===== config.mk =====
export PLATFORM = sky130hd
export DESIGN_NAME = ex_stage
export DESIGN_NICKNAME = d
export VERILOG_FILES = /design/src/rtl/ex_stage.sv
export SDC_FILE = /design/constraint.sdc
export NUM_CORES = 1
export LEC_CHECK = 0
export BUFFER_PORTS_ARGS = -buffer_cell sky130_fd_sc_hd__buf_2
export CAP_MARGIN = 20
export CORE_MARGIN = 1
export CORE_UTILIZATION = 30
export DETAILED_ROUTE_END_ITERATION = 10
export HOLD_SLACK_MARGIN = 0.1
export PLACE_DENSITY = 0.52
export SLEW_MARGIN = 20
export SYNTH_ARGS = -nofsm -noshare
export SYNTH_HDL_FRONTEND = slang
export SYNTH_SLANG_ARGS = --single-unit

===== constraint.sdc =====
create_clock -name clk -period 6.5 [get_ports clk]
set_input_delay 1.3 -clock clk [delete_from_list [all_inputs] [get_ports clk]]
set_output_delay 1.3 -clock clk [all_outputs]
set_load 0.02 [all_outputs]

===== src/rtl/ex_stage.sv =====
// Execute stage of the MIPS32 pipeline: combinational logic/shift unit plus a
// 32-iteration radix-2 restoring divider that writes HI/LO and stalls via ctrl.
module ex_stage #(
    parameter int DIV_CYCLES = 32
) (
    input  logic        clk,
    input  logic        rst,
    input  logic [7:0]  aluop_i,
    input  logic [2:0]  alusel_i,
    input  logic [31:0] reg1_i,
    input  logic [31:0] reg2_i,
    input  logic [4:0]  wd_i,
    input  logic        wreg_i,
    input  logic        annul_i,
    output logic [4:0]  wd_o,
    output logic        wreg_o,
    output logic [31:0] wdata_o,
    output logic        whilo_o,
    output logic [31:0] hi_o,
    output logic [31:0] lo_o,
    output logic        stallreq_o
);

    localparam logic [2:0] SEL_LOGIC = 3'b001;
    localparam logic [2:0] SEL_SHIFT = 3'b010;

    localparam logic [7:0] OP_AND  = 8'b0010_0100;
    localparam logic [7:0] OP_OR   = 8'b0010_0101;
    localparam logic [7:0] OP_XOR  = 8'b0010_0110;
    localparam logic [7:0] OP_NOR  = 8'b0010_0111;
    localparam logic [7:0] OP_SLL  = 8'b0111_1100;
    localparam logic [7:0] OP_SRL  = 8'b0000_0010;
    localparam logic [7:0] OP_SRA  = 8'b0000_0011;
    localparam logic [7:0] OP_DIV  = 8'b0001_1010;
    localparam logic [7:0] OP_DIVU = 8'b0001_1011;

    localparam logic [5:0] LAST_ITER = 6'(DIV_CYCLES);

    typedef enum logic [1:0] {S_IDLE, S_DIVZERO, S_ON, S_END} state_t;

    state_t      state_q;
    logic [31:0] dvd_q;     // dividend, shifted out MSB-first; fills with quotient bits
    logic [31:0] dvs_q;
    logic [31:0] rem_q;
    logic [5:0]  cnt_q;
    logic        negq_q;
    logic        negr_q;
    logic [31:0] hi_q;
    logic [31:0] lo_q;

    logic [31:0] logic_res;
    logic [31:0] shift_res;
    logic        is_div;
    logic        is_signed;
    logic        a_neg;
    logic        b_neg;
    logic [31:0] abs_a;
    logic [31:0] abs_b;
    logic [32:0] rem_sh;
    logic        qbit_d;
    logic [32:0] rem_sub;
    logic [31:0] rem_d;
    logic        active;

    always_comb begin
        logic_res = '0;
        case (aluop_i)
            OP_AND:  logic_res = reg1_i & reg2_i;
            OP_OR:   logic_res = reg1_i | reg2_i;
            OP_XOR:  logic_res = reg1_i ^ reg2_i;
            OP_NOR:  logic_res = ~(reg1_i | reg2_i);
            default: logic_res = '0;
        endcase
    end

    always_comb begin
        shift_res = '0;
        case (aluop_i)
            OP_SLL:  shift_res = reg2_i << reg1_i[4:0];
            OP_SRL:  shift_res = reg2_i >> reg1_i[4:0];
            OP_SRA:  shift_res = $unsigned($signed(reg2_i) >>> reg1_i[4:0]);
            default: shift_res = '0;
        endcase
    end

    assign is_div    = (aluop_i == OP_DIV) || (aluop_i == OP_DIVU);
    assign is_signed = (aluop_i == OP_DIV);
    assign a_neg     = is_signed && reg1_i[31];
    assign b_neg     = is_signed && reg2_i[31];
    assign abs_a     = a_neg ? (~reg1_i + 32'd1) : reg1_i;
    assign abs_b     = b_neg ? (~reg2_i + 32'd1) : reg2_i;

    // One restoring step: bring in the next dividend bit, subtract if it fits.
    assign rem_sh  = {rem_q, dvd_q[31]};
    assign qbit_d  = (rem_sh >= {1'b0, dvs_q});
    assign rem_sub = rem_sh - {1'b0, dvs_q};
    assign rem_d   = qbit_d ? rem_sub[31:0] : rem_sh[31:0];

    always_ff @(posedge clk) begin
        if (rst) begin
            state_q <= S_IDLE;
            dvd_q   <= '0;
            dvs_q   <= '0;
            rem_q   <= '0;
            cnt_q   <= '0;
            negq_q  <= 1'b0;
            negr_q  <= 1'b0;
            hi_q    <= '0;
            lo_q    <= '0;
        end else if (annul_i) begin
            state_q <= S_IDLE;
        end else begin
            case (state_q)
                S_IDLE: begin
                    if (is_div) begin
                        if (reg2_i == 32'd0) begin
                            state_q <= S_DIVZERO;
                        end else begin
                            dvd_q   <= abs_a;
                            dvs_q   <= abs_b;
                            rem_q   <= '0;
                            cnt_q   <= '0;
                            negq_q  <= a_neg ^ b_neg;
                            negr_q  <= a_neg;
                            state_q <= S_ON;
                        end
                    end
                end
                S_DIVZERO: begin
                    hi_q    <= '0;
                    lo_q    <= '0;
                    state_q <= S_END;
                end
                S_ON: begin
                    if (cnt_q == LAST_ITER) begin
                        // Settle cycle: apply the signed fixup before END presents it.
                        lo_q    <= negq_q ? (~dvd_q + 32'd1) : dvd_q;
                        hi_q    <= negr_q ? (~rem_q + 32'd1) : rem_q;
                        state_q <= S_END;
                    end else begin
                        dvd_q <= {dvd_q[30:0], qbit_d};
                        rem_q <= rem_d;
                        cnt_q <= cnt_q + 6'd1;
                    end
                end
                S_END: begin
                    state_q <= S_IDLE;
                end
                default: state_q <= S_IDLE;
            endcase
        end
    end

    assign active = !rst && !annul_i;

    always_comb begin
        wd_o       = rst ? 5'd0 : wd_i;
        wreg_o     = active && wreg_i && !is_div;
        wdata_o    = '0;
        if (!rst) begin
            if (alusel_i == SEL_LOGIC)      wdata_o = logic_res;
            else if (alusel_i == SEL_SHIFT) wdata_o = shift_res;
        end
        whilo_o    = active && (state_q == S_END);
        hi_o       = whilo_o ? hi_q : 32'd0;
        lo_o       = whilo_o ? lo_q : 32'd0;
        stallreq_o = active && (((state_q == S_IDLE) && is_div) ||
                                (state_q == S_DIVZERO) || (state_q == S_ON));
    end

endmodule


## After elaboration in Yosys (flattened, before gate mapping)

Cells that the tools add are included.

- Register bits after elaboration: 170
- Bits of input ports: 84

- Add/sub/neg operators: 6
- Magnitude comparators: 1
- Eq/ne operators: 19
- Shift operators: 3
- Mux-type cells: 33
- Bitwise gates (word level): 11
- Reductions and logical operators: 23

Operators with widths:

| operator | number |
|---|---|
| 32-bit two-way mux | 18 |
| 32-bit one-hot mux with 2 select lines | 4 |
| 32-bit NOT | 5 |
| 32-bit by 1-bit adder with 32-bit output, second input constant | 4 |
| 32-bit one-hot mux with 4 select lines | 1 |
| 32-bit one-hot mux with 3 select lines | 1 |
| 33-bit by 32-bit >= comparator with 1-bit output | 1 |
| 32-bit bitwise AND | 1 |
| 8-bit by 6-bit equality test with 1-bit output, second input constant | 4 |
| 32-bit logical NOT | 1 |
| 32-bit bitwise OR | 1 |
| 32-bit by 5-bit << shifter with 32-bit output | 1 |
| 32-bit by 5-bit >> shifter with 32-bit output | 1 |
| 32-bit by 5-bit >>> shifter with 32-bit output | 1 |
| 32-bit subtractor | 1 |
| 32-bit XOR | 1 |
| 6-bit two-way mux | 3 |
| 8-bit by 2-bit equality test with 1-bit output, second input constant | 2 |
| 8-bit by 5-bit equality test with 1-bit output, second input constant | 2 |
| 6-bit one-hot mux with 2 select lines | 1 |
| 8-bit by 7-bit equality test with 1-bit output, second input constant | 1 |
| 1-bit logical AND | 8 |
| 2-bit inequality test, second input constant | 4 |
| 2-bit one-hot mux with 4 select lines | 1 |
| other kinds (19) | 28 |

## Longest topological paths before layout

- Depth after elaboration: 6
- Mapped depth: 13
- Gate-level depth less buffers: 12

## Least setup slack after synthesis

No wires, ideal clock.

- Path type: input to output
- Start point: in reg1_i[1]
- End point: out wdata_o[17]
- Arrival time: 3.832 ns
- Data required time: 5.200 ns
- Setup slack: 1.368 ns
- Cell stages on the path: 10
- Path buffers: 4
- Cells stage by stage: buf_2 > buf_1 > clkbuf_1 > clkbuf_1 > o21ai_0 > nand3_1 > o211ai_1 > a21oi_1 > a211oi_1 > o32ai_1

- Longest elaborated chain between the ends: 5

Ends and longest elaborated chain:

| element | RTL line | RTL |
|---|---|---|
| start, declared | 10 | `input logic [31:0] reg1_i,` |
| 32-bit by 5-bit >>> shifter with 32-bit output, or another cell as far along | 81 | `OP_SRA: shift_res = $unsigned($signed(reg2_i) >>> reg1_i[4:0]);` |
| 32-bit one-hot mux with 3 select lines (*) | 78 | `case (aluop_i)` |
| 32-bit two-way mux (*) | 162 | `else if (alusel_i == SEL_SHIFT) wdata_o = shift_res;` |
| 32-bit two-way mux (*) | 161 | `if (alusel_i == SEL_LOGIC) wdata_o = logic_res;` |
| 32-bit two-way mux (*) | 160 | `if (!rst) begin` |
| end, declared | 17 | `output logic [31:0] wdata_o,` |

Every way passes the cells marked *; elsewhere a longest branch is shown, timed or not.

## Final worst setup path

- Start point: in aluop_i[7]
- End point: out wdata_o[29]

- Longest elaborated chain between the ends: 5

Ends and longest elaborated chain:

| element | RTL line | RTL |
|---|---|---|
| start, declared | 8 | `input logic [7:0] aluop_i,` |
| 8-bit by 2-bit equality test with 1-bit output or 8-bit by 7-bit equality test with 1-bit output (tied branches) | 78 |  |
| 32-bit one-hot mux with 3 select lines | 78 |  |
| 32-bit two-way mux | 162 |  |
| 32-bit two-way mux (*) | 161 |  |
| 32-bit two-way mux (*) | 160 |  |

Marks and branches as above.

==> results.ini <==
[power_and_ir_drop]
switching_power_uw = 887.5
power.share.clock = 0.384
pwr-share-seq = 0.384
leakage_nw = 8.121
power_frac_comb = 0.233
power_density_nw_per_um2 = 140.1
vdd.ir_drop.worst_uv = 115.9
netSwitchingFraction = 0.3253
p_int_mw = 1.841

[critical_path]
cpLargestDelayFamily = compound AO/OA/AOI/OAI gates
required_ns = 5.20
critPathMaxStageDelay_ns = 0.88
cp.arrival_ns = 4.36
cpMaxStageDelayCell = o21ai_0
critPathCaptureType = output port
worst_setup_path_start_kind = input pin
cp_num_buf_inv = 2
cp_max_fo = 15
setup.worst_path.class = in2out
cp_cell_sequence = buf_2 > nor4_1 > and2_1 > nand2_1 > o21ai_0 > a21oi_1 > a311o_1 > a21oi_1 > buf_2

[yosys]
synth_cell_types = 76
synth_top_family_by_area = simple AND/OR/NAND/NOR gates
ys_seq_area_frac = 0.1952
syn_nets = 2591
muxShareOfSynthArea = 0.1172
ys.flop_type = dfxtp_1
synth-simple-area-share = 0.2246
postSynthAreaPerCell_um2 = 7.269
synthCells = 2398
synth-edff-count = 0
synthXorXnorAreaFrac = 0.09045
ys_ff_latch = 170
synth-adder-area-share = 0.07867
synth_compound_gate_area_share = 0.2225
async_flop_share = 0
yosys_warnings = 0
syn-cell-area_um2 = 17430

[global_routing]
grt_usage = 0.2309
grt_pass1_vias = 17164
grt_pass1_wl_um = 106500
overflow = 0
grt_antenna_before_repair = 1
grt_max_degree = 74

[routing]
vias = 18277
postRouteWirelength_um = 70030
wl_per_cell_um = 21.84
drc = 0
drtAntennaViolNets = 0
viasPerCell = 5.701
first_pass_iters = 5
drt_iter0_drc = 1565

[finish]
seqCellArea_um2 = 3403
finalCoreUtilization = 0.3421
syn2layout_area_growth_pct = 11.74
fin_nets = 2627
multi_input_comb_area_um2 = 12820
drive_gt1_frac = 0.1389
final_common_cell = nand2_1
layout_common_cells = nand2_1, a21oi_1, buf_2, nor2_1, dfxtp_1
fill_cells = 6124

[die]
dieArea_um2 = 59070
rows = 87
initial_core_util = 0.3062
dieHeight_um = 243.0
core_um2 = 56930
ioPinCount = 188
fp.dieW_um = 243.0

[timing]
relSlewSlack = 0.2991
finalMaxSlewViolations = 0
setup-tns-final_ns = 0
fin_crit_sh = 0.8712
finalClockSkew_ns = 0.007142
fmax_ghz = 0.1766
rsz0062_at_grt = no
worst_pin_slew_ns = 1.051
report.final.setup_viol = 0
min_period_ns = 5.663
hold_violations = 0

[hold_path]
hp-class = reg2reg

[clocking]
postCtsSetupRepairBufs = 0
cts_max_path_buffers = 2
cts_tree = done
cts_resized = 0
cts.sinks = 170
htree_levels = 4
clockRootBuffer = clkbuf_16
numCtsBuffers = 17
clk_pin_slew_ns = 0.07
cts_hold_buf = 0
clock_latency_ns = 0.45

[placement]
gp_congestion = 1.014
hpwl_um = 53330
port_buffers = 187

[job]
max_cap_violations = 0

[run_status]
status = completed

## cells in the mapped netlist, types with 5 or more instances
| cell | count | area share |
|---|---|---|
| nor4_1 | 19 | 0.0068 |
| o31ai_1 | 31 | 0.013 |
| nand2b_1 | 6 | 0.0022 |
| o21a_1 | 8 | 0.0034 |
| a41oi_1 | 7 | 0.0035 |
| mux4_2 | 58 | 0.075 |
| o21ai_0 | 158 | 0.045 |
| a21boi_0 | 5 | 0.0022 |
| mux2i_1 | 68 | 0.039 |
| o22ai_1 | 12 | 0.0043 |
| and2_1 | 5 | 0.0018 |
| dfxtp_1 | 170 | 0.20 |
| xor2_1 | 39 | 0.020 |
| nand4_1 | 18 | 0.0065 |
| or4_1 | 17 | 0.0073 |
| a22oi_1 | 29 | 0.012 |
| a21o_1 | 9 | 0.0039 |
| mux2_2 | 5 | 0.0032 |
| clkbuf_1 | 179 | 0.039 |
| buf_1 | 20 | 0.0043 |
| o41ai_1 | 17 | 0.0085 |
| or3_1 | 17 | 0.0061 |
| a31oi_1 | 21 | 0.0075 |
| ha_1 | 108 | 0.078 |
| nand3_1 | 109 | 0.031 |
| inv_1 | 121 | 0.026 |
| a32oi_1 | 12 | 0.0060 |
| a21oi_1 | 206 | 0.059 |
| nand2_1 | 333 | 0.072 |
| nor2_1 | 184 | 0.040 |
| nor3_1 | 42 | 0.012 |
| a211oi_1 | 21 | 0.0090 |
| buf_2 | 7 | 0.0020 |
| nor2b_1 | 9 | 0.0032 |
| and3_1 | 73 | 0.026 |
| xnor2_1 | 141 | 0.071 |
| o211ai_1 | 42 | 0.018 |
## final cells by class
cell class                      count  share of cell area
Inverter                          123             0.02371
Multi-Input combinational cell   1899              0.6582
Antenna cell                        3           0.0003855
Sequential cell                   170              0.1747
Clock buffer                       18             0.02204
Clock inverter                     14            0.008223
Timing Repair Buffer              223             0.06411
Tap cell                          756             0.04857
## layer usage
metal / routed length, um / global-route usage
met1: 31670 / 0.3189
met5: 15 / 0
met3: 4605 / 0.03041
met2: 31410 / 0.3653
met4: 2326 / 0.08287
## power by group through the flow
stage	sequential (mW)	combinational, mW	clock, mW
finish	1.05	0.634	1.05
global route	1.05	0.675	1.11
CTS	1.05	0.620	1.07
detailed placement	1.07	0.617	0
global placement	1.07	0.610	0
floorplan	1.07	0.403	0
## worst min-delay path: stages (launching register included)
cell and delay (ns):
dfxtp_1 0.31, nand2_1 0.05, a21oi_1 0.05
## sequential cells by signal, summed over array words and instances (netlist names)
signal,cells
hi_q,32
state_q,2
negq_q,1
lo_q,32
dvs_q,32
cnt_q,6
dvd_q,32
negr_q,1
rem_q,32
## final timing paths
path,start,to,slack [ns],cells past startpoint
setup / recovery,aluop_i[7],wdata_o[29],0.84,9
hold / removal,hi_q[12],hi_q[12],0.45,2
hold reg to reg,hi_q[12],hi_q[12],0.45,2
setup reg to reg,state_q[0],dvd_q[0],3.00,8
## cells by family (layout without fill, tap and decap cells)
family / Yosys count / after routing
AO/OA/AOI/OAI: 627 / 627
XOR/XNOR: 180 / 180
adder cells (fa/ha/maj): 109 / 109
buffers and inverters: 329 / 378
flip-flops: 170 / 170
multiplexers: 131 / 131
other: 0 / 3
AND/OR/NAND/NOR: 852 / 852
## per-stage QoR
stage	power, mW	instance area, um^2	hold slack [ns]	instances	setup WS (ns)
finish	2.728	19480	0.4476	3206	0.8370
global route	2.829	19470	0.4690	3203	0.6048
CTS	2.739	19440	0.4507	3202	0.9556
detailed placement	1.688	18850	0.4370	3170	0.9815
global placement	1.681	18850	0.4313	3170	0.9947
floorplan	1.472	17430	0.4168	2398	1.368
Power figures use the tool's default switching activity.
